**config.mk**
```make
export PLATFORM = sky130hd
export DESIGN_NAME = mul_seq
export DESIGN_NICKNAME = d
export VERILOG_FILES = /design/src/rtl/mul_seq_pkg.sv /design/src/rtl/mul_seq.sv
export SDC_FILE = /design/constraint.sdc
export NUM_CORES = 1
export LEC_CHECK = 0
export CORE_MARGIN = 5
export CORE_UTILIZATION = 45
export DETAILED_ROUTE_END_ITERATION = 10
export HOLD_SLACK_MARGIN = 0.03
export PLACE_DENSITY = 0.85
export SLEW_MARGIN = 20
export SYNTH_ARGS = -nofsm -noshare
export SYNTH_HDL_FRONTEND = slang
export SYNTH_SLANG_ARGS = --single-unit
```
**constraint.sdc**
```tcl
create_clock -name Clk -period 2 [get_ports Clk]
set_clock_uncertainty 0.2 [all_clocks]
set_input_delay 0.2 -clock Clk [delete_from_list [all_inputs] [get_ports Clk]]
set_output_delay 0.2 -clock Clk [all_outputs]
set_load 0.05 [all_outputs]
```
**src/rtl/mul_seq_pkg.sv**
```systemverilog
// ==== mul_seq_pkg : shared types and constants for the shift-add multiply sequencer (rev 1.0) ====
`default_nettype none

package mul_seq_pkg;

   localparam int c_DATA_W   = 32;
   localparam int c_MUL_ITER = 32;
   localparam int c_CNT_W    = $clog2(c_MUL_ITER);
   localparam logic [c_CNT_W-1:0] c_LAST_ITER = c_CNT_W'(c_MUL_ITER - 1);

   typedef enum logic [2:0] {
      S_IDLE   = 3'd0,
      S_NEG_A  = 3'd1,
      S_NEG_B  = 3'd2,
      S_MUL    = 3'd3,
      S_NEG_LO = 3'd4,
      S_NEG_HI = 3'd5,
      S_DONE   = 3'd6
   } state_t;

endpackage

`default_nettype wire

```
**src/rtl/mul_seq.sv**
```systemverilog
// ==== mul_seq : 32x32->64 shift-add multiplier time-sharing the core adder (rev 1.0) ====
`default_nettype none

module mul_seq
   import mul_seq_pkg::*;
#(
   parameter bit SIGNED_EN = 1'b1
) (
   input  logic                Clk,
   input  logic                Rst_n,
   input  logic                Start,
   input  logic                Signed,
   input  logic [c_DATA_W-1:0] OpA,
   input  logic [c_DATA_W-1:0] OpB,
   output logic                Ready,
   output logic                Done,
   output logic [c_DATA_W-1:0] ProdHi,
   output logic [c_DATA_W-1:0] ProdLo,
   output logic [c_DATA_W-1:0] AddA,
   output logic [c_DATA_W-1:0] AddB,
   input  logic [c_DATA_W-1:0] AddResult,
   input  logic                AddCout
);

   state_t               r_state;
   state_t               w_next;
   logic [c_DATA_W-1:0]  r_mc;
   logic [c_DATA_W-1:0]  r_hi;
   logic [c_DATA_W-1:0]  r_lo;
   logic [c_CNT_W-1:0]   r_cnt;
   logic                 r_sgn_a;
   logic                 r_sgn_b;
   logic                 r_neg_flag;
   logic                 r_carry;
   logic                 r_signed_path;
   logic [c_DATA_W-1:0]  r_prod_hi;
   logic [c_DATA_W-1:0]  r_prod_lo;
   logic                 r_done;
   logic [c_DATA_W-1:0]  w_add_a;
   logic [c_DATA_W-1:0]  w_add_b;
   logic                 w_ready;
   logic                 w_signed_req;
   logic                 w_neg;

   assign w_signed_req = Signed & SIGNED_EN;
   assign w_neg        = r_sgn_a ^ r_sgn_b;

   always_ff @(posedge Clk or negedge Rst_n) begin
      if (!Rst_n) begin
         r_state <= S_IDLE;
      end else begin
         r_state <= w_next;
      end
   end

   always_comb begin
      w_next  = r_state;
      w_add_a = '0;
      w_add_b = '0;
      w_ready = 1'b0;
      case (r_state)
         S_IDLE: begin
            w_ready = 1'b1;
            if (Start) begin
               w_next = w_signed_req ? S_NEG_A : S_MUL;
            end
         end
         S_NEG_A: begin
            w_add_a = ~r_mc;
            w_add_b = c_DATA_W'(1);
            w_next  = S_NEG_B;
         end
         S_NEG_B: begin
            w_add_a = ~r_lo;
            w_add_b = c_DATA_W'(1);
            w_next  = S_MUL;
         end
         S_MUL: begin
            w_add_a = r_hi;
            w_add_b = r_lo[0] ? r_mc : '0;
            if (r_cnt == c_LAST_ITER) begin
               w_next = r_signed_path ? S_NEG_LO : S_DONE;
            end
         end
         S_NEG_LO: begin
            w_add_a = ~r_lo;
            w_add_b = c_DATA_W'(1);
            w_next  = S_NEG_HI;
         end
         S_NEG_HI: begin
            // Upper half of the 64-bit negate: only the carry out of the low half is added.
            w_add_a = ~r_hi;
            w_add_b = {{(c_DATA_W-1){1'b0}}, r_carry};
            w_next  = S_DONE;
         end
         S_DONE: begin
            w_next = S_IDLE;
         end
         default: begin
            w_next = S_IDLE;
         end
      endcase
   end

   always_ff @(posedge Clk or negedge Rst_n) begin
      if (!Rst_n) begin
         r_mc          <= '0;
         r_hi          <= '0;
         r_lo          <= '0;
         r_cnt         <= '0;
         r_sgn_a       <= 1'b0;
         r_sgn_b       <= 1'b0;
         r_neg_flag    <= 1'b0;
         r_carry       <= 1'b0;
         r_signed_path <= 1'b0;
         r_prod_hi     <= '0;
         r_prod_lo     <= '0;
         r_done        <= 1'b0;
      end else begin
         r_done <= 1'b0;
         case (r_state)
            S_IDLE: begin
               if (Start) begin
                  r_mc          <= OpA;
                  r_lo          <= OpB;
                  r_hi          <= '0;
                  r_cnt         <= '0;
                  r_sgn_a       <= OpA[c_DATA_W-1] & w_signed_req;
                  r_sgn_b       <= OpB[c_DATA_W-1] & w_signed_req;
                  r_signed_path <= w_signed_req;
                  r_neg_flag    <= 1'b0;
                  r_carry       <= 1'b0;
               end
            end
            S_NEG_A: begin
               if (r_sgn_a) r_mc <= AddResult;
            end
            S_NEG_B: begin
               if (r_sgn_b) r_lo <= AddResult;
            end
            S_MUL: begin
               // {Hi,Lo} shifts right by one with the adder's carry entering at the top.
               r_hi  <= {AddCout, AddResult[c_DATA_W-1:1]};
               r_lo  <= {AddResult[0], r_lo[c_DATA_W-1:1]};
               r_cnt <= r_cnt + c_CNT_W'(1);
            end
            S_NEG_LO: begin
               r_neg_flag <= w_neg;
               if (w_neg) begin
                  r_lo    <= AddResult;
                  r_carry <= AddCout;
               end
            end
            S_NEG_HI: begin
               if (r_neg_flag) r_hi <= AddResult;
            end
            S_DONE: begin
               r_prod_hi <= r_hi;
               r_prod_lo <= r_lo;
               r_done    <= 1'b1;
            end
            default: begin
               r_done <= 1'b0;
            end
         endcase
      end
   end

   assign Ready  = w_ready;
   assign Done   = r_done;
   assign ProdHi = r_prod_hi;
   assign ProdLo = r_prod_lo;
   assign AddA   = w_add_a;
   assign AddB   = w_add_b;

endmodule

`default_nettype wire

```
* Word level (Yosys, flattened, before mapping)
Cells that the tools add are included.
Widths: inputs -> output; s select.
** Storage, ports and cells
- Bits in registers :: 174
** Operators by class
- Equal/unequal tests :: 13
- Bitwise operators :: 6
- Muxes and demuxes :: 26
- Add/subtract/negate cells :: 1
- Reduce and logical (&&, ||, !) cells :: 16
** Operator list (count)
- $mux 32 :: 8
- $pmux 32 s4 :: 2
- $pmux 32 s3 :: 2
- $not 32->32 :: 3
- $pmux 32 s2 :: 1
- $pmux 3 s6 :: 1
- $ne 2x2->1 const B :: 6
- $pmux 5 s2 :: 1
- $eq 3x3->1 const B :: 3
- $reduce_and 3->1 :: 3
- $reduce_and 2->1 :: 4
- $eq 3x2->1 const B :: 2
- $mux 3 :: 2
- $reduce_bool 2->1 :: 3
- $add 5x1->5 const B :: 1
- $eq 5x5->1 const B :: 1
- $mux 5 :: 1
- $mux 1 :: 4
- $mux 2 :: 2
- $pmux 1 s2 :: 2
- $reduce_and 4->1 :: 1
- $reduce_bool 4->1 :: 1
- $eq 3x1->1 const B :: 1
- $logic_not 3->1 :: 1
- other kinds (5) :: 6

* Longest topological paths before layout
- Depth in word-level cells :: 3
- Mapped depth :: 8

* Least setup slack after synthesis
OpenSTA, ideal clock, no wires.
- Path type :: register -> output
- Start :: register r_state[1]
- End :: output AddA[0]
- Data arrival time :: 2.290 ns
- Slack :: -0.690 ns
- Required time :: 1.600 ns
- Cell stages (with the launch flop) :: 6
- Cell sequence :: dfrtp_1 -> clkbuf_4 -> xnor2_4 -> clkbuf_1 -> buf_2 -> o31ai_1
** Between the ends
- Longest elaborated chain between the ends :: 3
- Elaborated cells between the ends (all ways) :: 7
- Those cells by class :: 5 x eq/ne; 1 x mux; 1 x reduce/logical
** Ends and longest elaborated chain
- start: declaration :: RTL line mul_seq.sv:25 : state_t r_state;
- start signal: assignment :: RTL line mul_seq.sv:52 : r_state <= w_next;
- $eq 3x3->1 or $eq 3x2->1 (tied branches) :: RTL line mul_seq.sv:61 : case (r_state)
- $reduce_or 2->1 (no source line)
- $pmux 32 s4 (*) :: RTL line mul_seq.sv:61
- end: declaration :: RTL line mul_seq.sv:19 : output logic [c_DATA_W-1:0] AddA,
Every way passes the cells marked *; elsewhere a longest branch is shown, timed or not.

* Worst setup path in the final report
- Start :: register r_state[2]
- End :: register r_mc[20]
** Between the ends
- Longest elaborated chain between the ends :: 3
- Elaborated cells between the ends (all ways) :: 7
- Those cells by class :: 3 x eq/ne; 1 x mux; 3 x reduce/logical
** Ends and longest elaborated chain
- $eq 3x1->1 or $logic_not 3->1 (tied branches) :: RTL line mul_seq.sv:121 : case (r_state)
- $ne 2x2->1 (no source line) or $reduce_bool 2->1 (tied branches)
- $reduce_and 3->1 (no source line)
- end signal: assignment :: RTL line mul_seq.sv:124 : r_mc <= OpA;
- end signal: assignment :: RTL line mul_seq.sv:136 : if (r_sgn_a) r_mc <= AddResult;
- end: declaration :: RTL line mul_seq.sv:27 : logic [c_DATA_W-1:0] r_mc;
Several ways; a longest one is shown, not always the timed one.
A chain may end at the register's enable or synchronous reset.

==> results.yml <==
finish:
  multi_input_area_um2: 6330
  layout_commonest_cell: "dfrtp_1"
  final_cell_mix: "dfrtp_1 (171), clkdlybuf4s50_1 (100), buf_12 (98)"
  instances_no_fill: 1504
  ff_latch_area_um2: 4360
  drive_gt1_frac: 0.496
  nets: 1321
  area_growth_pct: 81.6
  num-fill-cells: 805
global_route:
  grt_pass1_wl_um: 60300
  track_usage: 0.332
  grt.overflow.total: 0
  grt_antenna_before_repair: 5
  grt_max_degree: 65
  grt_pass1_vias: 9645
timing:
  holdWs_ns: -0.0173
  rsz0062_at_grt: "true"
  period_share: 1.43
  layout_setup_ws_ns: -0.857
  setup_violations: 230
  relSlewSlack: 0.460
  finalMaxSlewViolations: 0
  hold_viol_final: 19
  post-route-min-period_ns: 2.86
  fmax_ghz: 0.350
  tightest_slew_ns: 0.788
power_and_ir_drop:
  p_leak_nw: 7.55
  p_per_area_nw_per_um2: 1960
  ir_drop_uv: 1630
yosys:
  synth.avg_cell_area_um2: 10.0
  synth_area_um2: 9150
  synth_edf_count: 0
  ys_warn_count: 0
  yosysSeqAreaShare: 0.476
  synth-main-ff-cell: "dfrtp_1"
  synthCells: 912
  yosysUniqueCellTypes: 41
  ys_ff_latch: 174
  syn_nets: 1015
  async_reset_ff_frac: 1.00
clocking:
  clk_latency_ns: 0.47
  cts_htree_levels: 4
  cts.sinks: 174
  tritoncts: "done"
  numCtsBuffers: 17
  clkTransAtPathRegs_ns: 0.08
  cts_buffer_depth: 2
  cts-root-buf: "clkbuf_16"
setup_path:
  cp-end-kind: "flip-flop"
  crit_fanout: 8
  arrival_ns: 2.98
  worstSetupPathType: "flip-flop to flip-flop"
  crit_path_start_kind: "flip-flop"
  worstPathRequired_ns: 2.12
flow_run:
  cap_violations: 0
drt:
  drt_wl_total_um: 51300
  vias: 10700
  drc: 0
  detail_route.wl_per_cell_um: 34.1
  dr.pass1.iters: 10
  drtIter0Drc: 1717
  via_per_inst: 7.12
  ant_nets: 0
placement:
  post-dp-hpwl_um: 23900
  gp_congestion: 1.01
  io_buffers: 230
  dpl.cell_count: 1394
die:
  design.core.area_um2: 20100
  start_util: 0.455
  io_pins: 231
  die_width_um: 153
  die_h_um: 153
  rows: 52
  dieArea_um2: 23300
status:
  violations: "negative hold slack, negative setup slack"
  outcome: "complete, but fails checks"
min_path:
  min_path_type: "input port to asynchronous set/reset pin"
cells by family (layout without fill, tap and decap cells):
| family | Yosys count | after routing | synth area share |
|---|---|---|---|
| simple gates | 297 | 298 | 0.154 |
| compound gates | 183 | 183 | 0.122 |
| flops | 174 | 174 | 0.476 |
| mux | 160 | 160 | 0.188 |
| buf+inv | 92 | 410 | 0.0518 |
| xor+xnor | 4 | 4 | 0.00588 |
| fa+ha+maj | 2 | 2 | 0.00273 |
| other cells | 0 | 3 | 0 |
routing by layer:
metal	up-vias	track usage	part of all wire
li1	3941	-	-
met1	5109	0.427	0.33
met2	1184	0.515	0.44
met3	470	0.0801	0.13
met4	4	0.190	0.10
met5	-	0	0.00090
where the power goes:
group / leakage (nW) / total (W) / internal [W] / switching (W)
logic: 5.06 / 0.0222 / 0.0103 / 0.0119
registers: 2.22 / 0.00690 / 0.00488 / 0.00202
clock network: 0.278 / 0.00344 / 0.00165 / 0.00178
through the flow:
stage	utilization	area (um^2)	power (W)	setup WS (ns)	TNS, ns
4_1_cts	0.745	15000	0.0280	-0.367	-33.73
3_3_place_gp	0.660	13300	0.0227	-0.152	-5.72
5_1_grt	0.826	16600	0.0330	-0.843	-75.25
3_5_place_dp	0.660	13300	0.0230	-0.211	-9.17
2_1_floorplan	-	9770	0.0161	-0.0748	-0.633
6_report	0.827	16600	0.0325	-0.857	-74.47
state kept, by name, indices dropped and copies added (netlist names):
| name | count |
|---|---|
| ProdHi | 32 |
| ProdLo | 32 |
| r_hi | 32 |
| r_lo | 32 |
| r_mc | 32 |
| r_cnt | 5 |
| r_state | 3 |
| Done | 1 |
| r_carry | 1 |
| r_neg_flag | 1 |
| r_sgn_a | 1 |
| r_sgn_b | 1 |
| r_signed_path | 1 |
synthesized netlist by cell type (2+ instances only):
| cell | instances | share of area |
|---|---|---|
| a22oi_1 | 33 | 0.027 |
| clkbuf_1 | 42 | 0.017 |
| a21o_1 | 2 | 0.0016 |
| xor2_1 | 2 | 0.0019 |
| o21ai_0 | 24 | 0.013 |
| nand3_1 | 37 | 0.020 |
| mux2i_1 | 63 | 0.069 |
| dfrtp_1 | 174 | 0.48 |
| o21ai_1 | 17 | 0.0093 |
| buf_1 | 6 | 0.0025 |
| inv_1 | 3 | 0.0012 |
| a21oi_1 | 67 | 0.037 |
| nand2_1 | 80 | 0.033 |
| buf_6 | 10 | 0.012 |
| nand2b_1 | 3 | 0.0021 |
| o31ai_1 | 32 | 0.026 |
| and3_1 | 33 | 0.023 |
| ha_1 | 2 | 0.0027 |
| a2bb2oi_1 | 2 | 0.0019 |
| nor2_1 | 37 | 0.015 |
| nor3_1 | 99 | 0.054 |
| buf_4 | 5 | 0.0041 |
| mux2_2 | 97 | 0.12 |
| buf_2 | 25 | 0.014 |
timing repair:
item,in CTS,in global routing
resized for setup,174,249
hold buffers,2,0
gates cloned,13,25
setup buffers,25,21
pin swaps,32,29
hold endpoints to repair,174,0
endpoints found under the setup margin,119,250
path summary, 6_finish.rpt:
kind / startpoint / to / slack [ns] / cells past startpoint
min in group Clk: OpA[31] / r_sgn_a / 0.19 / 3
worst max-delay path: r_state[2] / r_mc[20] / -0.86 / 10
worst min-delay path: Rst_n / ProdLo[0] / -0.02 / 2
worst max register to register: r_state[2] / r_mc[20] / -0.86 / 10
max in group asynchronous: Rst_n / ProdHi[20] / 0.91 / 3
worst min register to register: ProdLo[31] / ProdLo[31] / 0.31 / 1
cell type report:
cell class	count	share of cell area
Inverter	3	0.000678
Antenna cell	3	0.000452
Sequential cell	174	0.262
Clock inverter	14	0.00753
Multi-Input combinational cell	647	0.381
Tap cell	270	0.0203
Timing Repair Buffer	375	0.302
Clock buffer	18	0.0258
critical path: stages (launching register included):
cell and delay [ns]:
dfrtp_2 0.44, buf_4 0.14, buf_6 0.13, buf_16 0.13
buf_4 0.14, buf_6 0.12, nor3b_4 0.25, buf_12 0.18
clkbuf_16 0.18, mux2i_1 0.68, o21ai_1 0.12
(Power assumes the default switching activity.)
